[src/rtl/sram_ext_controller_if.sv]
// Request/response bundle between the SoC memory mux (master) and the
// external-SRAM backend (slave).
interface sram_ext_controller_if;
    logic        wen;
    logic [31:0] addr;
    logic [31:0] wdata;
    logic [3:0]  byte_en;
    logic [31:0] sram_rdata;
    logic        sram_wait;
    logic        sram_active;

    modport master (
        output wen, addr, wdata, byte_en,
        input  sram_rdata, sram_wait, sram_active
    );

    modport slave (
        input  wen, addr, wdata, byte_en,
        output sram_rdata, sram_wait, sram_active
    );
endinterface

[src/rtl/sram_ext_controller.sv]
// Memory-mux backend for an external asynchronous 16-bit SRAM: each 32-bit request
// is split into up to two timed half-word accesses driven from registered pins.
module sram_ext_controller #(
    parameter logic [31:0] ADDR_BASE   = 32'h2000_0000,
    parameter int          ADDR_WIDTH  = 18,
    parameter int          WAIT_CYCLES = 2
) (
    input  logic                  CLK,
    input  logic                  nRST,
    sram_ext_controller_if.slave  bus,
    output logic [ADDR_WIDTH-1:0] ext_addr,
    output logic [15:0]           ext_dq_out,
    input  logic [15:0]           ext_dq_in,
    output logic                  ext_dq_oe,
    output logic                  ext_ce_n,
    output logic                  ext_oe_n,
    output logic                  ext_we_n,
    output logic                  ext_ub_n,
    output logic                  ext_lb_n
);
    localparam int IDX_W = ADDR_WIDTH - 1;
    localparam int CNT_W = (WAIT_CYCLES > 1) ? $clog2(WAIT_CYCLES) : 1;
    localparam logic [CNT_W-1:0] CNT_LAST = CNT_W'(WAIT_CYCLES - 1);
    localparam logic [CNT_W-1:0] CNT_ONE  = CNT_W'(1);

    localparam logic [2:0] ST_IDLE      = 3'd0;
    localparam logic [2:0] ST_LO_SETUP  = 3'd1;
    localparam logic [2:0] ST_LO_STROBE = 3'd2;
    localparam logic [2:0] ST_LO_HOLD   = 3'd3;
    localparam logic [2:0] ST_HI_SETUP  = 3'd4;
    localparam logic [2:0] ST_HI_STROBE = 3'd5;
    localparam logic [2:0] ST_HI_HOLD   = 3'd6;
    localparam logic [2:0] ST_DONE      = 3'd7;

    // A write skips any half whose two lane enables are clear; reads use both.
    function automatic logic need_lo(input logic is_wr, input logic [3:0] be);
        return !is_wr || (be[1:0] != 2'b00);
    endfunction

    function automatic logic need_hi(input logic is_wr, input logic [3:0] be);
        return !is_wr || (be[3:2] != 2'b00);
    endfunction

    logic [2:0]       state_r, state_nxt_s;
    logic [CNT_W-1:0] cnt_r;
    logic             wen_r;
    logic [IDX_W-1:0] idx_r;
    logic [31:0]      wdata_r;
    logic [3:0]       be_r;
    logic [15:0]      rd_lo_r;
    logic [31:0]      rdata_r;

    logic             active_s, strobe_last_s;
    logic             wen_eff_s;
    logic [IDX_W-1:0] idx_eff_s;
    logic [31:0]      wdata_eff_s;
    logic [3:0]       be_eff_s;
    logic             lo_nxt_s, hi_nxt_s, acc_nxt_s, stb_nxt_s;
    logic [1:0]       lane_be_s;
    logic [15:0]      half_data_s;
    logic [ADDR_WIDTH-1:0] addr_nxt_s;
    logic [15:0]      dq_out_nxt_s;
    logic             dq_oe_nxt_s, ce_n_nxt_s, oe_n_nxt_s, we_n_nxt_s, ub_n_nxt_s, lb_n_nxt_s;
    logic             unused_addr_lsb_s;

    assign unused_addr_lsb_s = ^bus.addr[1:0];
    assign active_s        = (bus.addr[31:ADDR_WIDTH+1] == ADDR_BASE[31:ADDR_WIDTH+1]);
    assign bus.sram_active = active_s;
    assign bus.sram_wait   = active_s && (state_r != ST_DONE);
    assign bus.sram_rdata  = rdata_r;
    assign strobe_last_s   = (cnt_r == CNT_LAST);

    // In IDLE the pins are set up for the first half straight from the bus inputs.
    assign wen_eff_s   = (state_r == ST_IDLE) ? bus.wen                  : wen_r;
    assign idx_eff_s   = (state_r == ST_IDLE) ? bus.addr[ADDR_WIDTH:2]   : idx_r;
    assign wdata_eff_s = (state_r == ST_IDLE) ? bus.wdata                : wdata_r;
    assign be_eff_s    = (state_r == ST_IDLE) ? bus.byte_en              : be_r;

    // Next-state decode.
    always_comb begin
        state_nxt_s = state_r;
        case (state_r)
            ST_IDLE: begin
                if (!active_s) begin
                    state_nxt_s = ST_IDLE;
                end else if (need_lo(bus.wen, bus.byte_en)) begin
                    state_nxt_s = ST_LO_SETUP;
                end else if (need_hi(bus.wen, bus.byte_en)) begin
                    state_nxt_s = ST_HI_SETUP;
                end else begin
                    state_nxt_s = ST_DONE;
                end
            end
            ST_LO_SETUP:  state_nxt_s = ST_LO_STROBE;
            ST_LO_STROBE: state_nxt_s = strobe_last_s ? ST_LO_HOLD : ST_LO_STROBE;
            ST_LO_HOLD:   state_nxt_s = need_hi(wen_r, be_r) ? ST_HI_SETUP : ST_DONE;
            ST_HI_SETUP:  state_nxt_s = ST_HI_STROBE;
            ST_HI_STROBE: state_nxt_s = strobe_last_s ? ST_HI_HOLD : ST_HI_STROBE;
            ST_HI_HOLD:   state_nxt_s = ST_DONE;
            ST_DONE:      state_nxt_s = ST_IDLE;
            default:      state_nxt_s = ST_IDLE;
        endcase
    end

    // Pin values are derived from the next state so the registered pins line up with it.
    always_comb begin
        lo_nxt_s  = (state_nxt_s == ST_LO_SETUP) || (state_nxt_s == ST_LO_STROBE) || (state_nxt_s == ST_LO_HOLD);
        hi_nxt_s  = (state_nxt_s == ST_HI_SETUP) || (state_nxt_s == ST_HI_STROBE) || (state_nxt_s == ST_HI_HOLD);
        stb_nxt_s = (state_nxt_s == ST_LO_STROBE) || (state_nxt_s == ST_HI_STROBE);
        acc_nxt_s = lo_nxt_s || hi_nxt_s;
        if (lo_nxt_s) begin
            lane_be_s   = be_eff_s[1:0];
            half_data_s = wdata_eff_s[15:0];
        end else begin
            lane_be_s   = be_eff_s[3:2];
            half_data_s = wdata_eff_s[31:16];
        end
        if (acc_nxt_s) begin
            addr_nxt_s = {idx_eff_s, hi_nxt_s};
        end else begin
            addr_nxt_s = ext_addr;
        end
        ce_n_nxt_s   = !acc_nxt_s;
        dq_oe_nxt_s  = acc_nxt_s && wen_eff_s;
        dq_out_nxt_s = dq_oe_nxt_s ? half_data_s : 16'h0000;
        we_n_nxt_s   = !(stb_nxt_s && wen_eff_s);
        oe_n_nxt_s   = !(stb_nxt_s && !wen_eff_s);
        if (acc_nxt_s && wen_eff_s) begin
            ub_n_nxt_s = !lane_be_s[1];
            lb_n_nxt_s = !lane_be_s[0];
        end else if (acc_nxt_s) begin
            ub_n_nxt_s = 1'b0;
            lb_n_nxt_s = 1'b0;
        end else begin
            ub_n_nxt_s = 1'b1;
            lb_n_nxt_s = 1'b1;
        end
    end

    // State register.
    always_ff @(posedge CLK or negedge nRST) begin
        if (!nRST) begin
            state_r <= ST_IDLE;
        end else begin
            state_r <= state_nxt_s;
        end
    end

    // Strobe-length counter, cleared outside the strobe states.
    always_ff @(posedge CLK or negedge nRST) begin
        if (!nRST) begin
            cnt_r <= {CNT_W{1'b0}};
        end else if (((state_r == ST_LO_STROBE) || (state_r == ST_HI_STROBE)) && !strobe_last_s) begin
            cnt_r <= cnt_r + CNT_ONE;
        end else begin
            cnt_r <= {CNT_W{1'b0}};
        end
    end

    // Request capture; fields are frozen for the rest of the access.
    always_ff @(posedge CLK or negedge nRST) begin
        if (!nRST) begin
            wen_r   <= 1'b0;
            idx_r   <= {IDX_W{1'b0}};
            wdata_r <= 32'h0000_0000;
            be_r    <= 4'h0;
        end else if ((state_r == ST_IDLE) && active_s) begin
            wen_r   <= bus.wen;
            idx_r   <= bus.addr[ADDR_WIDTH:2];
            wdata_r <= bus.wdata;
            be_r    <= bus.byte_en;
        end
    end

    // Low half is staged so sram_rdata changes only once the whole word is in.
    always_ff @(posedge CLK or negedge nRST) begin
        if (!nRST) begin
            rd_lo_r <= 16'h0000;
            rdata_r <= 32'h0000_0000;
        end else if (!wen_r && strobe_last_s) begin
            if (state_r == ST_LO_STROBE) begin
                rd_lo_r <= ext_dq_in;
            end else if (state_r == ST_HI_STROBE) begin
                rdata_r <= {ext_dq_in, rd_lo_r};
            end
        end
    end

    // Registered SRAM pins; reset parks every strobe inactive at once.
    always_ff @(posedge CLK or negedge nRST) begin
        if (!nRST) begin
            ext_addr   <= {ADDR_WIDTH{1'b0}};
            ext_dq_out <= 16'h0000;
            ext_dq_oe  <= 1'b0;
            ext_ce_n   <= 1'b1;
            ext_oe_n   <= 1'b1;
            ext_we_n   <= 1'b1;
            ext_ub_n   <= 1'b1;
            ext_lb_n   <= 1'b1;
        end else begin
            ext_addr   <= addr_nxt_s;
            ext_dq_out <= dq_out_nxt_s;
            ext_dq_oe  <= dq_oe_nxt_s;
            ext_ce_n   <= ce_n_nxt_s;
            ext_oe_n   <= oe_n_nxt_s;
            ext_we_n   <= we_n_nxt_s;
            ext_ub_n   <= ub_n_nxt_s;
            ext_lb_n   <= lb_n_nxt_s;
        end
    end
endmodule

[src/flat_wrapper.sv]
// flat-port wrapper written by rule: the top's interface ports become plain ports
module sram_ext_controller_flat 
#(
    parameter logic [31:0] ADDR_BASE   = 32'h2000_0000,
    parameter int          ADDR_WIDTH  = 18,
    parameter int          WAIT_CYCLES = 2
)
  (CLK, nRST, ext_addr, ext_dq_out, ext_dq_in, ext_dq_oe, ext_ce_n, ext_oe_n, ext_we_n, ext_ub_n, ext_lb_n, bus_wen, bus_addr, bus_wdata, bus_byte_en, bus_sram_rdata, bus_sram_wait, bus_sram_active);
  sram_ext_controller_if bus_i ();
  input  logic CLK;
  input  logic nRST;
  output logic [ADDR_WIDTH-1:0] ext_addr;
  output logic [15:0] ext_dq_out;
  input  logic [15:0] ext_dq_in;
  output logic ext_dq_oe;
  output logic ext_ce_n;
  output logic ext_oe_n;
  output logic ext_we_n;
  output logic ext_ub_n;
  output logic ext_lb_n;
  input wire logic [$bits(bus_i.wen)-1:0] bus_wen;
  input wire logic [$bits(bus_i.addr)-1:0] bus_addr;
  input wire logic [$bits(bus_i.wdata)-1:0] bus_wdata;
  input wire logic [$bits(bus_i.byte_en)-1:0] bus_byte_en;
  output wire logic [$bits(bus_i.sram_rdata)-1:0] bus_sram_rdata;
  output wire logic [$bits(bus_i.sram_wait)-1:0] bus_sram_wait;
  output wire logic [$bits(bus_i.sram_active)-1:0] bus_sram_active;
  assign bus_i.wen = bus_wen;
  assign bus_i.addr = bus_addr;
  assign bus_i.wdata = bus_wdata;
  assign bus_i.byte_en = bus_byte_en;
  assign bus_sram_rdata = bus_i.sram_rdata;
  assign bus_sram_wait = bus_i.sram_wait;
  assign bus_sram_active = bus_i.sram_active;
  sram_ext_controller #(.ADDR_BASE(ADDR_BASE), .ADDR_WIDTH(ADDR_WIDTH), .WAIT_CYCLES(WAIT_CYCLES)) u_core (.CLK(CLK), .nRST(nRST), .bus(bus_i), .ext_addr(ext_addr), .ext_dq_out(ext_dq_out), .ext_dq_in(ext_dq_in), .ext_dq_oe(ext_dq_oe), .ext_ce_n(ext_ce_n), .ext_oe_n(ext_oe_n), .ext_we_n(ext_we_n), .ext_ub_n(ext_ub_n), .ext_lb_n(ext_lb_n));
endmodule
[config.mk]
export PLATFORM = sky130hd
export DESIGN_NAME = sram_ext_controller_flat
export DESIGN_NICKNAME = d
export VERILOG_FILES = /design/src/rtl/sram_ext_controller_if.sv /design/src/rtl/sram_ext_controller.sv /design/src/flat_wrapper.sv
export SDC_FILE = /design/constraint.sdc
export NUM_CORES = 1
export LEC_CHECK = 0
export CAP_MARGIN = 5
export CORE_ASPECT_RATIO = 1.2
export CORE_UTILIZATION = 52
export CTS_BUF_LIST = sky130_fd_sc_hd__clkbuf_16
export CTS_CLUSTER_DIAMETER = 40
export CTS_CLUSTER_SIZE = 30
export DETAILED_ROUTE_END_ITERATION = 10
export PLACE_DENSITY = 0.85
export SYNTH_ARGS = -nofsm -noshare
export SYNTH_HDL_FRONTEND = slang
export SYNTH_SLANG_ARGS = --single-unit
[constraint.sdc]
create_clock -name CLK -period 6.06 [get_ports CLK]
set_input_delay 1.212 -clock CLK [delete_from_list [all_inputs] [get_ports CLK]]
set_output_delay 1.212 -clock CLK [all_outputs]
set_load 0.03 [all_outputs]
Word-level counts from Yosys, hierarchy flattened
Cells that the tools add are included.
{"block": "word_totals", "input_bits": 87, "out_inout_bits": 74, "ff_bits": 146}
{"block": "classes", "eq_ne": 15, "muxes": 18, "n_addsub": 1, "n_reduce_logical": 32, "n_bitwise": 1}
{"operator": "$mux W16", "n": 2}
{"operator": "$mux W32", "n": 1}
{"operator": "$pmux W3 S8", "n": 1}
{"operator": "$eq A3 B3 Y1 const B", "n": 7}
{"operator": "$mux W17", "n": 1}
{"operator": "$eq A13 B11 Y1 const B", "n": 1}
{"operator": "$eq A3 B2 Y1 const B", "n": 4}
{"operator": "$logic_or A1 B1 Y1", "n": 10}
{"operator": "$logic_not A1 Y1", "n": 9}
{"operator": "$mux W2", "n": 4}
{"operator": "$logic_and A1 B1 Y1", "n": 7}
{"operator": "$eq A3 B1 Y1 const B", "n": 2}
{"operator": "$mux W1", "n": 6}
{"operator": "$mux W3", "n": 2}
{"operator": "$reduce_bool A2 Y1", "n": 3}
{"operator": "$mux W4", "n": 1}
{"operator": "$logic_not A3 Y1", "n": 1}
{"operator": "$ne A3 B3 Y1 const B", "n": 1}
{"operator": "$reduce_and A3 Y1", "n": 1}
{"operator": "$reduce_and A2 Y1", "n": 1}
{"operator": "$add A1 B1 Y1 const B", "n": 1}
{"operator": "$not A1 Y1", "n": 1}

Depth between registers and ports, before layout
{"block": "logic_depth", "depth_word": 12, "ltp_mapped": 8, "mapped_depth_nobuf": 7}

Worst setup path after synthesis
OpenSTA, ideal clock, no wires.
{"block": "synth_timing", "kind": "input port to output port", "startpoint": "in bus_addr[20]", "endpoint": "out bus_sram_wait", "setup_slack_ns": 2.567, "cell_stages": 3, "n_path_buf": 0, "t_arrival_ns": 2.281, "path_cell_list": "nor4_1 > nand4_1 > a31oi_1"}
{"block": "synth_via", "elab_chain_len": 2}
{"item": "from (decl)", "line_no": "flat_wrapper.sv:22", "text": "input wire logic [$bits(bus_i.addr)-1:0] bus_addr;"}
{"item": "$eq A13 B11 Y1", "line_no": "sram_ext_controller.sv:67", "text": "assign active_s = (bus.addr[31:ADDR_WIDTH+1] == ADDR_BASE[31:ADDR_WIDTH+1]);"}
{"item": "$logic_and A1 B1 Y1", "line_no": "sram_ext_controller.sv:69", "text": "assign bus.sram_wait = active_s && (state_r != ST_DONE);"}
{"item": "to (decl)", "line_no": "flat_wrapper.sv:26", "text": "output wire logic [$bits(bus_i.sram_wait)-1:0] bus_sram_wait;"}
No other way between the ends.

Final worst setup path
{"block": "layout_timing", "startpoint": "in bus_addr[26]", "endpoint": "out bus_sram_wait"}
The elaborated chain is that of the path after synthesis.

==> key figures <==
Yosys
  – Synth Flop Type: dfrtp_1
  – Post-synth ARST share: 100%
  – Register area share after synthesis: 59.8%
  – Post-synth top area share: 57.7%
  – Number of unique standard cell types used by synthesis: 35
  – Synth Area per Inst: 13.4 µm²
  – Warnings from Yosys: 0
  – Leading post-synthesis cells by cell area: dfrtp_1 58%, mux2_2 20%, mux2i_1 5.2%
  – EDFF count, synth: 0
  – Yosys top cell by area: dfrtp_1
  – Post-synth top cells: 141 x dfrtp_1, 111 x mux2_2, 67 x nand2_1, 32 x mux2i_1, 17 x o22ai_1
  – Syn Nets: 545
  – Mapped Area: 6120 µm²
  – Top-count cell post-synth: dfrtp_1
  – Yosys reg bits: 146
  – Mapped Cells: 458

Clock tree
  – TritonCTS Buffers: 17
  – Sink Count: 146
  – Cts hold-fix bufs: 0
  – Max clock buf depth: 2
  – Post-CTS Setup Bufs: 0
  – Htree depth: 4
  – Worst-skew pair later-pin latency: 0.42 ns
  – CTS Root Cell: clkbuf_16
  – Clk slew on worst S/H paths: 0.05 ns
  – TritonCTS clock tree: built
  – Post-CTS Resized: 0

Finish
  – Final #Nets: 702
  – Layout area overhead: 39.3%
  – Non-Filler Instances: 785
  – Post-Route Utilization: 74.0%
  – Inserted Diodes: 0
  – Layout cell share with drive strength beyond 1: 24.7%

Timing
  – Final period util: 74.3%
  – Crit path time final: 4.50 ns
  – Setup TNS: 0 ns
  – Slew Limit Fails: 0
  – FMAX: 0.222 GHz
  – Final hold viol count: 0
  – RSZ-0062 raised after global routing: no
  – Final setup vio count: 0
  – Slew @ Worst Pin: 0.988 ns
  – Worst slew margin: 34.1%
  – Clock Skew: 0.00819 ns

Critical path
  – Setup crit start: bus_addr[26]
  – Max incr delay on CP: 0.73 ns
  – Worst EP arrival: 3.29 ns
  – Reg2reg start: u_core.state_r[2]
  – Critical Path Most Common Cell: clkdlybuf4s50_1
  – End of the critical path: bus_sram_wait
  – Crit start category: primary input
  – Reg2reg setup slack: 3.19 ns
  – Crit path required time: 4.85 ns
  – R2R Path End: u_core.ext_addr[7]
  – Worst setup EP type: output pin
  – Crit-path cells: clkdlybuf4s50_1 -> nor4_1 -> nand4_1 -> a31oi_1 -> clkdlybuf4s50_1
  – Worst r2r path cells: 5
  – WS Path Type: in -> out
  – Critical path peak fanout: 7
  – Slowest stage cell, crit path: clkdlybuf4s50_1

Placed design
  – Buffers on Ports: 158
  – Cell count after placement: 753
  – Final Wtd Congestion: 0.762
  – Detailed placement HPWL: 8790 µm

Global routing
  – Initial antenna violation count: 0
  – Total track usage: 23.0%
  – Total congestion overflow: 0
  – Pin count of the biggest net entering global routing: 85
  – Global-route wire length before repair: 21400 µm
  – Vias in the first global route: 4483

Route
  – Vias per cell: 5.33
  – Routed len/inst: 16.7 µm
  – DRC errors left: 0
  – Starting DRT DRC Count: 235
  – Total number of vias: 4185
  – DRT Pass-1 Iters: 4
  – Post-detailed-route count of antenna-violating nets: 0
  – Final WL: 13100 µm

Power
  – Pleak: 4.06 nW
  – Worst VDD drop: 201 µV
  – Pwr dens: 321 nW/µm²
  – Total power: 2.74 mW

Run
  – Max Cap Viol: 0

Floorplan
  – Core ar.: 11500 µm²
  – Die width: 101 µm
  – Chip height: 121 µm
  – Row count: 43
  – Die area: 12200 µm²
  – Starting Density: 53.1%
  – # IOs: 161

Hold path
  – HP Class: reg -> reg

Outcome
  – Status: complete, no violations
[worst min-delay path by stage]
| stage | from | endpoint | slack, ns | depth (start not counted) |
|---|---|---|---|---|
| 2_1_floorplan | u_core.cnt_r | u_core.cnt_r | 0.47 | 1 |
| 3_3_place_gp | u_core.ext_addr[0] | u_core.ext_addr[0] | 0.47 | 1 |
| 3_5_place_dp | u_core.ext_addr[0] | u_core.ext_addr[0] | 0.47 | 1 |
| 4_1_cts | u_core.ext_addr[0] | u_core.ext_addr[0] | 0.49 | 1 |
| 5_1_grt | u_core.ext_addr[0] | u_core.ext_addr[0] | 0.52 | 1 |
| 6_report | u_core.ext_addr[0] | u_core.ext_addr[0] | 0.49 | 1 |
[cells by family after synthesis]
family | count (synthesis) | share of synthesized area [%]
simple gates | 99 | 7.10
buf+inv | 26 | 1.80
compound gates | 35 | 4.01
mux | 151 | 27.1
xor+xnor | 1 | 0.143
flops | 146 | 59.8
[cells in the final DEF, fill, tap and decap left out, types with 2 or more instances in the layout]
master	n
a21oi_1	4
a31oi_1	3
buf_4	4
bufinv_16	7
clkbuf_16	17
clkdlybuf4s50_1	157
clkinv_1	3
clkinv_4	3
dfrtp_1	141
dfstp_2	5
inv_1	2
mux2_1	8
mux2_2	111
mux2i_1	32
nand2_1	67
nand2b_1	3
nand3_1	5
nor2_1	8
nor2_4	2
nor2b_1	3
nor3b_1	3
nor4_1	2
o21a_1	2
o22ai_1	17
o31ai_1	2
o32ai_1	2
[per-stage QoR]
step	cell area (µm²)	worst slack, ns	hold slack (ns)
floorplan	6120	2.57	0.473
global placement	7840	1.59	0.465
detailed placement	7840	1.53	0.474
CTS	8520	1.53	0.486
global route	8520	1.36	0.516
finish	8520	1.56	0.485
[power breakdown]
part	switching (mW)	total [mW]	internal [mW]	leakage, nW
logic	0.238	0.452	0.214	1.85
registers	0.0364	1.08	1.04	1.88
clock network	0.397	1.21	0.811	0.334
[registers in the layout (all words and copies together) (netlist names)]
name and count:
u_core.ext_dq_oe 1, u_core.ext_addr 18, u_core.state_r 3, u_core.ext_we_n 1, u_core.bus.sram_rdata 32, u_core.ext_dq_out 16
u_core.be_r 4, u_core.wen_r 1, u_core.ext_ce_n 1, u_core.ext_lb_n 1, u_core.ext_ub_n 1, u_core.ext_oe_n 1
u_core.cnt_r 1, u_core.idx_r 17, u_core.rd_lo_r 16, u_core.wdata_r 32
[critical path, delay by kind of cell]
family                 cells  cell delay, ns
AO/OA/AOI/OAI              1            0.27
AND/OR/NAND/NOR            2            0.67
buffers and inverters      2            1.14
[routing by layer]
| layer | up-vias | track usage, % | part of all wire [%] |
|---|---|---|---|
| li1 | 1927 | - | - |
| met1 | 2090 | 26.4 | 40 |
| met2 | 139 | 38.7 | 51 |
| met3 | 29 | 7.63 | 6.1 |
| met4 | 0 | 10.5 | 3.0 |
| met5 | - | 0 | 0 |
[layout make-up]
type / instances / area [µm²]
clock inverter: 15 / 262
clock buffer: 17 / 425
tap: 157 / 196
multi-input combinational: 286 / 2360
inverter: 2 / 7.51
fill: 770 / 2990
timing repair buffer: 162 / 1610
sequential: 146 / 3660
(Power assumes the default switching activity.)
